File: src/rtl/approx_pkg.sv
// Shared definitions for the approximate-multiplier error meter.
package approx_pkg;

    // Collector FSM states.
    typedef enum logic [1:0] {
        IDLE,
        RUN,
        DRAIN,
        DONE
    } state_t;

    // Default widths: 2N-bit product, sample/error counters, and a sum
    // wide enough to absorb a full window of worst-case distances.
    localparam int PROD_W = 64;
    localparam int CNT_W  = 16;
    localparam int ACC_W  = PROD_W + CNT_W;

endpackage

File: src/rtl/approx_err_meter_abs_diff.sv
// Stage 1: registered unsigned absolute difference with a nonzero flag.
module abs_diff #(
    parameter int W = approx_pkg::PROD_W
) (
    input  logic         clk,
    input  logic         rst,
    input  logic         valid_in,
    input  logic [W-1:0] a,
    input  logic [W-1:0] b,
    output logic         valid_out,
    output logic [W-1:0] ed,
    output logic         nz
);

    logic [W:0]   diff;
    logic [W:0]   mag;

    // Signed W+1-bit difference; its magnitude always fits in W bits.
    always_comb begin
        diff = {1'b0, a} - {1'b0, b};
        mag  = diff[W] ? (~diff + 1'b1) : diff;
    end

    // Capture the distance only when a sample is accepted.
    always_ff @(posedge clk or posedge rst) begin
        if (rst) begin
            valid_out <= 1'b0;
            ed        <= '0;
            nz        <= 1'b0;
        end else begin
            valid_out <= valid_in;
            if (valid_in) begin
                ed <= mag[W-1:0];
                nz <= (mag[W-1:0] != '0);
            end
        end
    end

endmodule

File: src/rtl/approx_err_meter.sv
// Error-metric collector downstream of the approximate Booth multiplier:
// accumulates error count, saturating distance sum and maximum distance
// over a programmed window of samples.
module approx_err_meter
    import approx_pkg::*;
#(
    parameter int W     = approx_pkg::PROD_W,
    parameter int CNT_W = approx_pkg::CNT_W,
    parameter int ACC_W = approx_pkg::ACC_W
) (
    input  logic             clk,
    input  logic             rst,
    input  logic             start,
    input  logic [CNT_W-1:0] num_samples,
    input  logic             in_valid,
    output logic             in_ready,
    input  logic [W-1:0]     p_approx,
    input  logic [W-1:0]     p_exact,
    output logic             busy,
    output logic             done,
    output logic [CNT_W-1:0] err_count,
    output logic [ACC_W-1:0] sum_ed,
    output logic [W-1:0]     max_ed,
    output logic [CNT_W-1:0] samples_seen
);

    state_t           state;
    state_t           state_next;
    logic [CNT_W-1:0] len_q;
    logic             accept;
    logic             start_ok;
    logic             last;
    logic             s1_valid;
    logic [W-1:0]     s1_ed;
    logic             s1_nz;
    logic [ACC_W:0]   sum_wide;

    // in_ready is a registered copy of (state == RUN), so the handshake
    // below is equivalent to accepting only in RUN.
    assign accept   = in_valid & in_ready;
    assign start_ok = (state == IDLE) & start;
    assign last     = (samples_seen == len_q - 1'b1);

    abs_diff #(
        .W (W)
    ) u_stage1 (
        .clk       (clk),
        .rst       (rst),
        .valid_in  (accept),
        .a         (p_approx),
        .b         (p_exact),
        .valid_out (s1_valid),
        .ed        (s1_ed),
        .nz        (s1_nz)
    );

    // Next-state logic for the window sequencer.
    always_comb begin
        state_next = state;
        case (state)
            IDLE:    if (start) state_next = (num_samples != '0) ? RUN : DONE;
            RUN:     if (accept && last) state_next = DRAIN;
            DRAIN:   state_next = DONE;
            DONE:    state_next = IDLE;
            default: state_next = IDLE;
        endcase
    end

    // State register plus status flags registered from the next state.
    always_ff @(posedge clk or posedge rst) begin
        if (rst) begin
            state    <= IDLE;
            in_ready <= 1'b0;
            busy     <= 1'b0;
            done     <= 1'b0;
        end else begin
            state    <= state_next;
            in_ready <= (state_next == RUN);
            busy     <= (state_next == RUN) || (state_next == DRAIN);
            done     <= (state_next == DONE);
        end
    end

    // Saturating sum candidate: one extra bit catches the overflow.
    always_comb begin
        sum_wide = {1'b0, sum_ed} + {{(ACC_W + 1 - W){1'b0}}, s1_ed};
    end

    // Window length, sample counter and stage-2 accumulators.
    always_ff @(posedge clk or posedge rst) begin
        if (rst) begin
            len_q        <= '0;
            samples_seen <= '0;
            err_count    <= '0;
            sum_ed       <= '0;
            max_ed       <= '0;
        end else if (start_ok) begin
            len_q        <= num_samples;
            samples_seen <= '0;
            err_count    <= '0;
            sum_ed       <= '0;
            max_ed       <= '0;
        end else begin
            if (accept) begin
                samples_seen <= samples_seen + 1'b1;
            end
            if (s1_valid) begin
                err_count <= err_count + {{(CNT_W - 1){1'b0}}, s1_nz};
                sum_ed    <= sum_wide[ACC_W] ? '1 : sum_wide[ACC_W-1:0];
                if (s1_ed > max_ed) begin
                    max_ed <= s1_ed;
                end
            end
        end
    end

endmodule

File: config.mk
export PLATFORM = sky130hd
export DESIGN_NAME = approx_err_meter
export DESIGN_NICKNAME = d
export VERILOG_FILES = /design/src/rtl/approx_pkg.sv /design/src/rtl/approx_err_meter_abs_diff.sv /design/src/rtl/approx_err_meter.sv
export SDC_FILE = /design/constraint.sdc
export NUM_CORES = 1
export LEC_CHECK = 0
export BUFFER_PORTS_ARGS = -buffer_cell sky130_fd_sc_hd__buf_4
export CAP_MARGIN = 20
export CORE_MARGIN = 2
export CORE_UTILIZATION = 51
export CTS_BUF_LIST = sky130_fd_sc_hd__clkbuf_8 sky130_fd_sc_hd__clkbuf_16
export CTS_CLUSTER_SIZE = 40
export DETAILED_ROUTE_END_ITERATION = 8
export MAX_ROUTING_LAYER = met4
export PLACE_DENSITY = 0.82
export SETUP_SLACK_MARGIN = 0.5
export SLEW_MARGIN = 10
export SYNTH_ARGS = -nofsm -noshare
export SYNTH_HDL_FRONTEND = slang
export SYNTH_SLANG_ARGS = --single-unit
File: constraint.sdc
create_clock -name clk -period 15.7 [get_ports clk]
set_clock_uncertainty 0.15 [all_clocks]
set_input_delay 3.14 -clock clk [delete_from_list [all_inputs] [get_ports clk]]
set_output_delay 3.14 -clock clk [all_outputs]
set_load 0.005 [all_outputs]
==> results of run 1 <==
-- logic make-up after synthesis --
kind of cell	count (synthesis)
AOI/OAI and AO/OA	893
xor gates and xnor gates	193
adders and majority gates	202
buffers and inverters	315
DFF	263
muxes	80
and+or+nand+nor	995
-- cell usage after synthesis (all sizes together), types with 33 or more instances --
library cell / count
o21ai: 260
a21oi: 215
nor2b: 33
clkbuf: 107
ha: 200
a31oi: 80
nand2b: 38
xnor2: 109
nand2: 288
xor2: 84
nor2: 261
dfrtp: 263
mux2i: 74
inv: 180
a21o: 82
nor3: 63
nand3: 63
nand4: 64
-- worst max-delay path, stage by stage --
cell	delay [ns]
buf_4	0.08
inv_1	0.03
ha_1	0.21
fa_1	0.42
nand2b_1	0.22
a21oi_2	0.37
or4b_1	0.17
nand3_1	0.20
nor4_1	0.61
nand3_1	0.34
nor4_2	0.62
nand3_1	0.31
or3_1	0.39
a2111oi_0	0.60
o32ai_1	0.22
nor4_1	0.38
and4_1	0.24
a31oi_1	0.08
-- layout make-up --
| type | count | area, um2 |
|---|---|---|
| clock buffer | 32 | 744.5 |
| clock inverter | 18 | 182.7 |
| sequential | 263 | 6585 |
| tap | 600 | 750.7 |
| fill | 4066 | 18200 |
| inverter | 182 | 690.7 |
| multi-input combinational | 2363 | 15670 |
| timing repair buffer | 342 | 2562 |
-- metrics by stage --
step / utilization / cell area [um2] / total power [mW]
after floorplan: - / 23410 / 3.259
after global placement: 0.5784 / 26250 / 4.153
after detailed placement: 0.5784 / 26250 / 4.226
after CTS: 0.5988 / 27180 / 4.934
after global routing: 0.5991 / 27190 / 5.368
final: 0.5991 / 27190 / 4.957
-- flip-flops by register name (all words and copies together), names as in the netlist --
signal and count:
busy 1, done 1, err_count 16, in_ready 1
len_q 16, max_ed 64, samples_seen 16, state 2
sum_ed 80, u_stage1.ed 64, u_stage1.nz 1, u_stage1.valid_out 1
-- worst max path at each step --
stage,from,to,cells after the start
2_1_floorplan,rst,busy,1
6_report,p_approx[0],u_stage1.nz,18
4_1_cts,p_approx[0],u_stage1.nz,18
3_3_place_gp,p_approx[0],u_stage1.nz,18
5_1_grt,p_approx[0],u_stage1.nz,18
3_5_place_dp,p_approx[0],u_stage1.nz,18
-- metal layers --
metal / wire (um) / vias up
met4: 2798 / 0
met2: 31450 / 790
met3: 4351 / 123
met1: 31260 / 10690
met5: 0 / -
li1: - / 11170
-- power by group through the flow --
stage | Clock [mW] | Combinational (mW) | Sequential (mW)
3_5_place_dp | 0 | 2.88 | 1.35
6_report | 0.674 | 2.93 | 1.35
5_1_grt | 0.710 | 3.27 | 1.39
2_1_floorplan | 0 | 2.03 | 1.23
4_1_cts | 0.685 | 2.91 | 1.34
3_3_place_gp | 0 | 2.81 | 1.34
==> impl_metrics.csv, run 1 <==
group,metric,value,unit
pwr,powerDensity,182.3,nW/um2
yosys,async_flop_share,1.000,
pwr,leakagePower,12.40,nW
routing,drc,0,
setup_path,cp_max_fo,7,
place,hpwl,54230,um
timing,rsz0062_at_grt,"false",
routing,avgRoutedWirePerCell,18.39,um
yosys,syn_inst,2941,
die,ios,327,
grt,antenna_found_initial,2,
die,rows,78,
pwr,seqPwrFrac,0.273,
cells_and_area,final_cell_count_no_fill,3800,
clock_network,htree_levels,1,
clock_network,cts.hold.buffers_added,0,
yosys,synth_compound_area_frac,0.2430,
yosys,yosysWarnings,0,
timing,final_hold_viol_count,0,
yosys,synth.area.mux_share,0.03452,
yosys,syn_nets,3291,
yosys,synth_top_flop_cell,"dfrtp_1",
yosys,syn_avg_cell_area,7.961,um2
clock_network,cts-resized-gates,0,
die,coreArea,45380,um2
yosys,synth_edf_count,0,
yosys,yosys.area_share.simple,0.2091,
setup_path,ff2ff_path_depth,19,
die,fp.dieArea,47640,um2
setup_path,cp.required,15.99,ns
cells_and_area,mostFrequentLayoutCells,"buf_4 (340), nand2_1 (284), dfrtp_1 (262), nor2_1 (261), o21ai_0 (244)",
min_path,min_path_type,"flip-flop to flip-flop",
yosys,yosys.area_share.adder,0.1086,
pwr,ir_drop,0.1075,mV
timing,worst_pin_slew,1.016,ns
setup_path,crit_path_end_kind,"flip-flop",
cells_and_area,syn2layout_area_growth,16.11,%
setup_path,r2r_slack,9.48,ns
timing,setup_ws,7.372,ns
pwr,sw_frac_of_total,0.4505,
routing,drt-vias-per-instance,5.993,
clock_network,cts.clk_slew.worst_paths,0.06,ns
min_path,hold_start,"len_q[15]",
yosys,synthXorXnorAreaFrac,0.07220,
cells_and_area,layout_commonest_cell,"buf_4",
place,port_buffers,326,
clock_network,cts_tree,"yes",
grt,grtUsageTotal,0.2926,
pwr,p_switching,2.233,mW
setup_path,arrival,8.62,ns
min_path,hold_depth,2,
timing,fmax,0.1201,GHz
timing,timing.final.crit_share,0.5305,
clock_network,clock_latency,0.57,ns
grt,grt_pass1_wl,110200,um
die,dieHeight,218.3,um
yosys,yosysTopAreaCell,"dfrtp_1",
yosys,ys_types,96,
yosys,ys_ff_latch,263,
job,max_cap_viol_count,0,
yosys,synth.top_cell.area_share,0.2811,
clock_network,clock_path_buffers,3,
timing,period_minus_slack,8.328,ns
routing,drt_wl_total,69870,um
place,place_inst,3748,
routing,dr.first_iter.drc_count,1690,
grt,grt.overflow.total,0,
yosys,syn_area,23410,um2
timing,whs,0.3652,ns
pwr,p_clk_frac,0.136,
cells_and_area,drive_gt1_frac,0.1428,
yosys,synth_top_family_by_area,"compound AO/OA/AOI/OAI gates",
clock_network,cts_made_buffers,27,
timing,fin_tns_setup,0,ns
clock_network,clock-root-buffer,"clkbuf_16",
grt,grt_max_degree,118,
place,place_worst_setup_slack,6.834,ns
pwr,p_int,2.724,mW
routing,via_count,22770,
timing,final-setup-viol-count,0,
setup_path,cp-start-kind,"input pin",
pwr,power.share.combinational,0.591,
setup_path,crit-reg2reg-launch,"u_stage1.ed[0]",
min_path,min_to,"len_q[15]",
cells_and_area,nets,3529,
outcome,status,"finished clean",
clock_network,clock-sinks,263,
routing,ant_nets,0,
grt,grt_most_used_layer,"met2",
timing,report.final.slew_viol_count,0,
grt,grt.met2_usage,0.4622,
routing,first_pass_iters,5,
die,die_w,218.3,um
die,initial_core_util,0.5159,
grt,grt_pass1_vias,20790,
grt,met1_usage,0.3932,
grt,grt_use_met3,0.02422,
cells_and_area,diodes,0,
setup_path,path_class,"input pin to flip-flop",
timing,slew_headroom,0.3226,
setup_path,r2r-end,"sum_ed[54]",
clock_network,cts_setup_buffers,0,
yosys,synth_area_leaders,"dfrtp_1 (28%), ha_1 (11%), o21ai_0 (5.2%)",
yosys,seq_area_frac_synth,0.2811,
place,place_congestion,0.9750,
Power figures use the tool's default switching activity.
==> inputs of run 2 (changes only) <==
ABC_AREA = 1   (was default)
PLACE_DENSITY = 0.84   (was 0.82)
clock period = 7.1 ns   (was 15.7 ns; I/O delays follow)
==> impl_metrics.csv, run 2 <==
group,metric,value,unit
outcome,status,"finished clean",
timing,fmax,0.1988,GHz
cells_and_area,n_fill_cell,4885,
setup_path,cp-start-kind,"input pin",
routing,ant_nets,0,
yosys,synth.top_cell.area_share,0.2558,
routing,avgRoutedWirePerCell,16.41,um
clock_network,htree_levels,1,
routing,via_count,27570,
setup_path,slowest_stage,"inv_2",
die,coreArea,49970,um2
job,max_cap_viol_count,0,
cells_and_area,mostFrequentLayoutCells,"nand2_1 (1300), inv_1 (720), nor2_1 (391), buf_4 (337), o21ai_0 (288)",
pwr,leakagePower,16.43,nW
yosys,synth_edf_count,0,
clock_network,cts-resized-gates,0,
min_path,min_path_type,"flip-flop to flip-flop",
timing,timing.final.crit_share,0.7083,
cells_and_area,drive_gt1_frac,0.1104,
place,port_buffers,326,
clock_network,cts_setup_buffers,0,
cells_and_area,multi_input_area,16090,um2
grt,grt_max_degree,170,
cells_and_area,layout_commonest_cell,"nand2_1",
timing,report.final.slew_viol_count,0,
timing,fin_tns_setup,0,ns
setup_path,path_class,"input pin to flip-flop",
grt,grt_pass1_wl,135000,um
cells_and_area,syn2layout_area_growth,15.72,%
routing,drt_wl_total,85000,um
yosys,synth_common_cells,"nand2_1 (1302), inv_1 (716), nor2_1 (394)",
die,ios,327,
yosys,syn_avg_cell_area,6.139,um2
setup_path,cpPeakStageDelay,0.48,ns
yosys,syn_area,25730,um2
setup_path,cp.required,7.42,ns
setup_path,path_buf_inv,4,
yosys,synth_top_flop_cell,"dfrtp_1",
die,dieHeight,228.6,um
clock_network,clock-sinks,263,
yosys,seq_area_frac_synth,0.2558,
routing,first_pass_iters,8,
grt,grt.overflow.total,0,
grt,grtUsageTotal,0.3294,
clock_network,cts.hold.buffers_added,0,
cells_and_area,biggestRegsByFlops,"sum_ed x80, max_ed x64, u_stage1.ed x64",
clock_network,cts.clk_slew.worst_paths,0.07,ns
timing,period_minus_slack,5.029,ns
place,place_congestion,1.023,
yosys,yosysWarnings,0,
cells_and_area,diodes,0,
setup_path,cp_max_fo,55,
timing,slew_headroom,0.3295,
timing,worst_pin_slew,1.006,ns
pwr,ir_drop,0.2150,mV
timing,rsz0062_at_grt,"false",
setup_path,arrival,5.35,ns
cells_and_area,nets,4839,
yosys,syn_nets,4541,
setup_path,crit_path_frequent_cell,"nand2_1",
grt,antenna_found_initial,0,
cells_and_area,regArea,6581,um2
clock_network,clock-root-buffer,"clkbuf_16",
yosys,syn_inst,4191,
place,place_inst,5131,
clock_network,clock_path_buffers,3,
routing,drt-vias-per-instance,5.321,
die,initial_core_util,0.5149,
routing,drc,0,
yosys,ys_types,57,
clock_network,cts_made_buffers,28,
clock_network,cts_tree,"yes",
yosys,async_flop_share,1.000,
cells_and_area,largest_reg_flops,80,
setup_path,crit_family,"simple AND/OR/NAND/NOR gates",
grt,grt_pass1_vias,26060,
die,fp.dieArea,52260,um2
cells_and_area,final_cell_count_no_fill,5181,
yosys,ys_ff_latch,263,
timing,final-setup-viol-count,0,
setup_path,crit_path_end_kind,"flip-flop",
cells_and_area,top_register,"sum_ed",
pwr,p_total,11.21,mW
yosys,yosysTopAreaCell,"dfrtp_1",
clock_network,clock_latency,0.58,ns
yosys,synth_area_leaders,"dfrtp_1 (26%), nand2_1 (19%), inv_1 (10%)",
die,die_w,228.6,um
routing,dr.first_iter.drc_count,1949,
place,hpwl,70230,um
die,rows,82,
timing,final_hold_viol_count,0,
yosys,yosysMostFrequentCell,"nand2_1",
pwr,powerDensity,376.5,nW/um2
==> run 2: changes by cell type in the layout (fill, tap and decap cells not counted), moves of 30 or more <==
| cell | change |
|---|---|
| nand2_1 | +1016 |
| inv_1 | +537 |
| nand3_1 | +175 |
| nor2_1 | +130 |
| a21o_1 | -79 |
| xnor2_1 | -78 |
| mux2i_1 | -74 |
| a31oi_1 | -59 |
| o21ai_0 | +44 |
| nand2b_1 | -37 |
| nor2b_1 | -33 |
| or3_1 | -32 |
| and3_1 | -30 |
==> run 2: worst paths after layout <==
check                                    start           to  slack [ns]  depth (start not counted)
worst max-delay path               p_approx[0]  u_stage1.nz        2.07                         25
worst min-delay path                 len_q[15]    len_q[15]        0.35                          2
worst max register to register  u_stage1.ed[0]   sum_ed[78]        2.81                         17
worst min register to register       len_q[15]    len_q[15]        0.35                          2
max in group asynchronous                  rst   sum_ed[40]        4.68                          3
min in group asynchronous                  rst   sum_ed[11]        0.81                          2
==> run 2: power by group <==
part / internal (mW) / switching, mW
clock: 0.826 / 0.634
combinational: 2.62 / 4.21
sequential: 2.14 / 0.773
total: 5.59 / 5.62
==> run 2: layer usage <==
layer  track usage  up-vias  routed length (um)
met3       0.03169      191                5581
met2        0.5262      961               38270
met4        0.1283        0                3714
li1              -    13940                   -
met5             -        -                   0
met1        0.4318    12480               37430
==> run 2: final cells by class <==
type	count	area share
Clock buffer	35	0.02677
Clock inverter	15	0.003740
Inverter	745	0.09405
Multi-Input combinational cell	3113	0.5405
Sequential cell	263	0.2210
Tap cell	672	0.02824
Timing Repair Buffer	338	0.08564
==> run 2: cell families after synthesis <==
kind of cell,count (synthesis),share of synthesized area
fa+ha+maj,202,0.09882
buf+inv,815,0.1196
flops,263,0.2558
simple gates,2150,0.3517
xor+xnor,103,0.03536
compound gates,658,0.1387
==> run 2: worst reg2reg max path: cells and delay by family (launching register included) <==
family	cells	cell delay [ns]
compound gates	6	2.05
fa+ha+maj	2	0.64
buf+inv	1	0.06
flops	1	0.48
simple gates	8	0.83
==> run 2: stage by stage <==
step	worst slack (ns)	util	hold WS, ns	instance area [um2]
final	2.071	0.5959	0.3506	29770
after CTS	2.091	0.5959	0.3546	29770
after global placement	1.547	0.5777	0.3270	28870
after global routing	1.597	0.5959	0.4001	29770
after detailed placement	1.474	0.5777	0.3375	28870
after floorplan	2.060	-	0.3123	25730
==> inputs of run 3 (changes only) <==
ABC_AREA = 0   (was 1)
PLACE_DENSITY = 0.85   (was 0.84)
clock period = 4.55 ns   (was 7.1 ns; I/O delays follow)
==> impl_metrics.csv, run 3 (synthesis gave the netlist of run 1 again) <==
group,metric,value,unit
routing,ant_nets,0,
pwr,sw_frac_of_total,0.4575,
cells_and_area,layout_commonest_cell,"buf_4",
timing,timing.final.crit_share,1.124,
die,die_w,218.3,um
cells_and_area,final_cell_count_no_fill,4441,
pwr,p_int,11.38,mW
routing,drt_wl_total,90710,um
timing,report.final.slew_viol_count,0,
die,ios,327,
cells_and_area,drive_gt1_frac,0.3755,
clock_network,clock_latency,0.57,ns
pwr,ir_drop,0.4491,mV
routing,avgRoutedWirePerCell,20.42,um
timing,worst_pin_slew,0.9687,ns
cells_and_area,largest_reg_flops,80,
timing,final_hold_viol_count,0,
setup_path,path_class,"input pin to flip-flop",
grt,grt_pass1_wl,132300,um
setup_path,crit_end,"u_stage1.nz",
die,dieHeight,218.3,um
timing,rsz0062_at_grt,"true",
pwr,p_clk_frac,0.109,
setup_path,ff2ff_path_depth,20,
cells_and_area,mostFrequentLayoutCells,"buf_4 (894), dfrtp_1 (262), nand2_1 (260), nor2_1 (238), o21ai_0 (183)",
min_path,min_path_type,"flip-flop to flip-flop",
cells_and_area,nets,4171,
grt,grt_max_degree,123,
pwr,power.share.combinational,0.666,
cells_and_area,syn2layout_area_growth,51.11,%
place,port_buffers,326,
place,place_worst_setup_slack,-0.9917,ns
timing,final-setup-viol-count,47,
routing,drc,0,
setup_path,arrival,5.41,ns
outcome,violations,"negative setup slack",
setup_path,cp-start-kind,"input pin",
clock_network,clock-sinks,263,
clock_network,clock_path_buffers,3,
timing,fmax,0.1956,GHz
clock_network,clock-root-buffer,"clkbuf_16",
die,coreArea,45380,um2
pwr,seqPwrFrac,0.225,
clock_network,cts_tree,"yes",
grt,grtUsageTotal,0.3515,
clock_network,htree_levels,1,
pwr,p_switching,9.599,mW
grt,grt.overflow.total,0,
cells_and_area,top_register,"sum_ed",
die,rows,78,
place,hpwl,61780,um
die,initial_core_util,0.5159,
clock_network,cts_made_buffers,27,
grt,antenna_found_initial,1,
place,place_congestion,1.014,
die,fp.dieArea,47640,um2
pwr,leakagePower,16.25,nW
grt,grt_pass1_vias,25770,
setup_path,cp_max_fo,5,
timing,period_minus_slack,5.112,ns
setup_path,cp.required,4.85,ns
clock_network,cts.clk_slew.worst_paths,0.06,ns
setup_path,crit-reg2reg-launch,"sum_ed[0]",
cells_and_area,biggestRegsByFlops,"sum_ed x80, max_ed x64, u_stage1.ed x64",
setup_path,crit_path_end_kind,"flip-flop",
pwr,powerDensity,593.1,nW/um2
setup_path,r2r_slack,-0.09,ns
outcome,status,"finished, violations left",
place,place_inst,4277,
job,max_cap_viol_count,0,
timing,setup_ws,-0.5625,ns
routing,dr.first_iter.drc_count,2977,
routing,first_pass_iters,6,
routing,via_count,27490,
timing,slew_headroom,0.3519,
routing,drt-vias-per-instance,6.190,
setup_path,crit_start,"p_approx[1]",
clock_network,cts.hold.buffers_added,0,
setup_path,r2r-end,"sum_ed[8]",
run 3: cell type report:
cell class | count | area, um2
inverter | 182 | 719.4
fill | 2859 | 10000
timing repair buffer | 983 | 7995
clock inverter | 17 | 167.7
clock buffer | 31 | 730.7
antenna | 1 | 2.502
sequential | 263 | 6585
tap | 600 | 750.7
multi-input combinational | 2364 | 18430
run 3: metal layers:
layer	wire length, um	vias to the layer above	track usage	share of wire
li1	-	12460	-	-
met2	43010	1533	0.5762	0.47
met4	5865	0	0.1789	0.065
met5	0	-	-	0
met1	34860	13060	0.4258	0.38
met3	6971	444	0.04468	0.077
run 3: metrics by stage:
step | hold WS (ns) | setup TNS [ns] | util | area, um2 | power [mW]
6_report | 0.3624 | -4.202 | 0.7796 | 35380 | 20.98
5_1_grt | 0.3998 | -18.42 | 0.7796 | 35380 | 22.26
4_1_cts | 0.3607 | -0.2226 | 0.7462 | 33860 | 19.51
3_5_place_dp | 0.3379 | -14.34 | 0.6845 | 31060 | 16.00
3_3_place_gp | 0.3328 | -13.48 | 0.6845 | 31060 | 15.56
2_1_floorplan | 0.3165 | -1.516 | - | 24410 | 11.48
run 3: what timing repair did:
| item | CTS | global route |
|---|---|---|
| setup endpoints to repair | 120 | 138 |
| buffers inserted | 57 | 47 |
| gates resized for setup | 258 | 195 |
| pin swaps | 101 | 132 |
| gates cloned | 8 | 1 |
run 3: worst max-delay path, cell delays in order:
cell       delay (ns)
buf_4            0.11
ha_1             0.27
nor2b_4          0.17
o2111ai_4        0.15
and3_4           0.20
o31ai_4          0.37
buf_4            0.19
a2111oi_0        0.10
nor3_1           0.78
o31ai_4          0.11
nor4b_4          0.29
nand4_1          0.21
buf_4            0.20
buf_6            0.12
nor3_4           0.16
buf_6            0.16
buf_6            0.11
a21oi_4          0.06
xor2_2           0.24
nand2_1          0.10
nor4_2           0.28
a31oi_1          0.11
run 3: worst min-delay path by stage:
stage / start / depth (start not counted) / end
6_report: len_q[15] / 2 / len_q[15]
4_1_cts: len_q[15] / 2 / len_q[15]
5_1_grt: num_samples[2] / 3 / len_q[2]
3_5_place_dp: len_q[15] / 2 / len_q[15]
3_3_place_gp: len_q[15] / 2 / len_q[15]
2_1_floorplan: len_q[15] / 2 / len_q[15]
run 3: power by group through the flow:
stage / clock [mW] / combinational, mW / sequential (mW)
global route: 2.40 / 15.1 / 4.80
detailed placement: 0 / 11.4 / 4.62
global placement: 0 / 11.0 / 4.58
finish: 2.29 / 14.0 / 4.72
floorplan: 0 / 7.23 / 4.25
CTS: 2.31 / 12.6 / 4.62
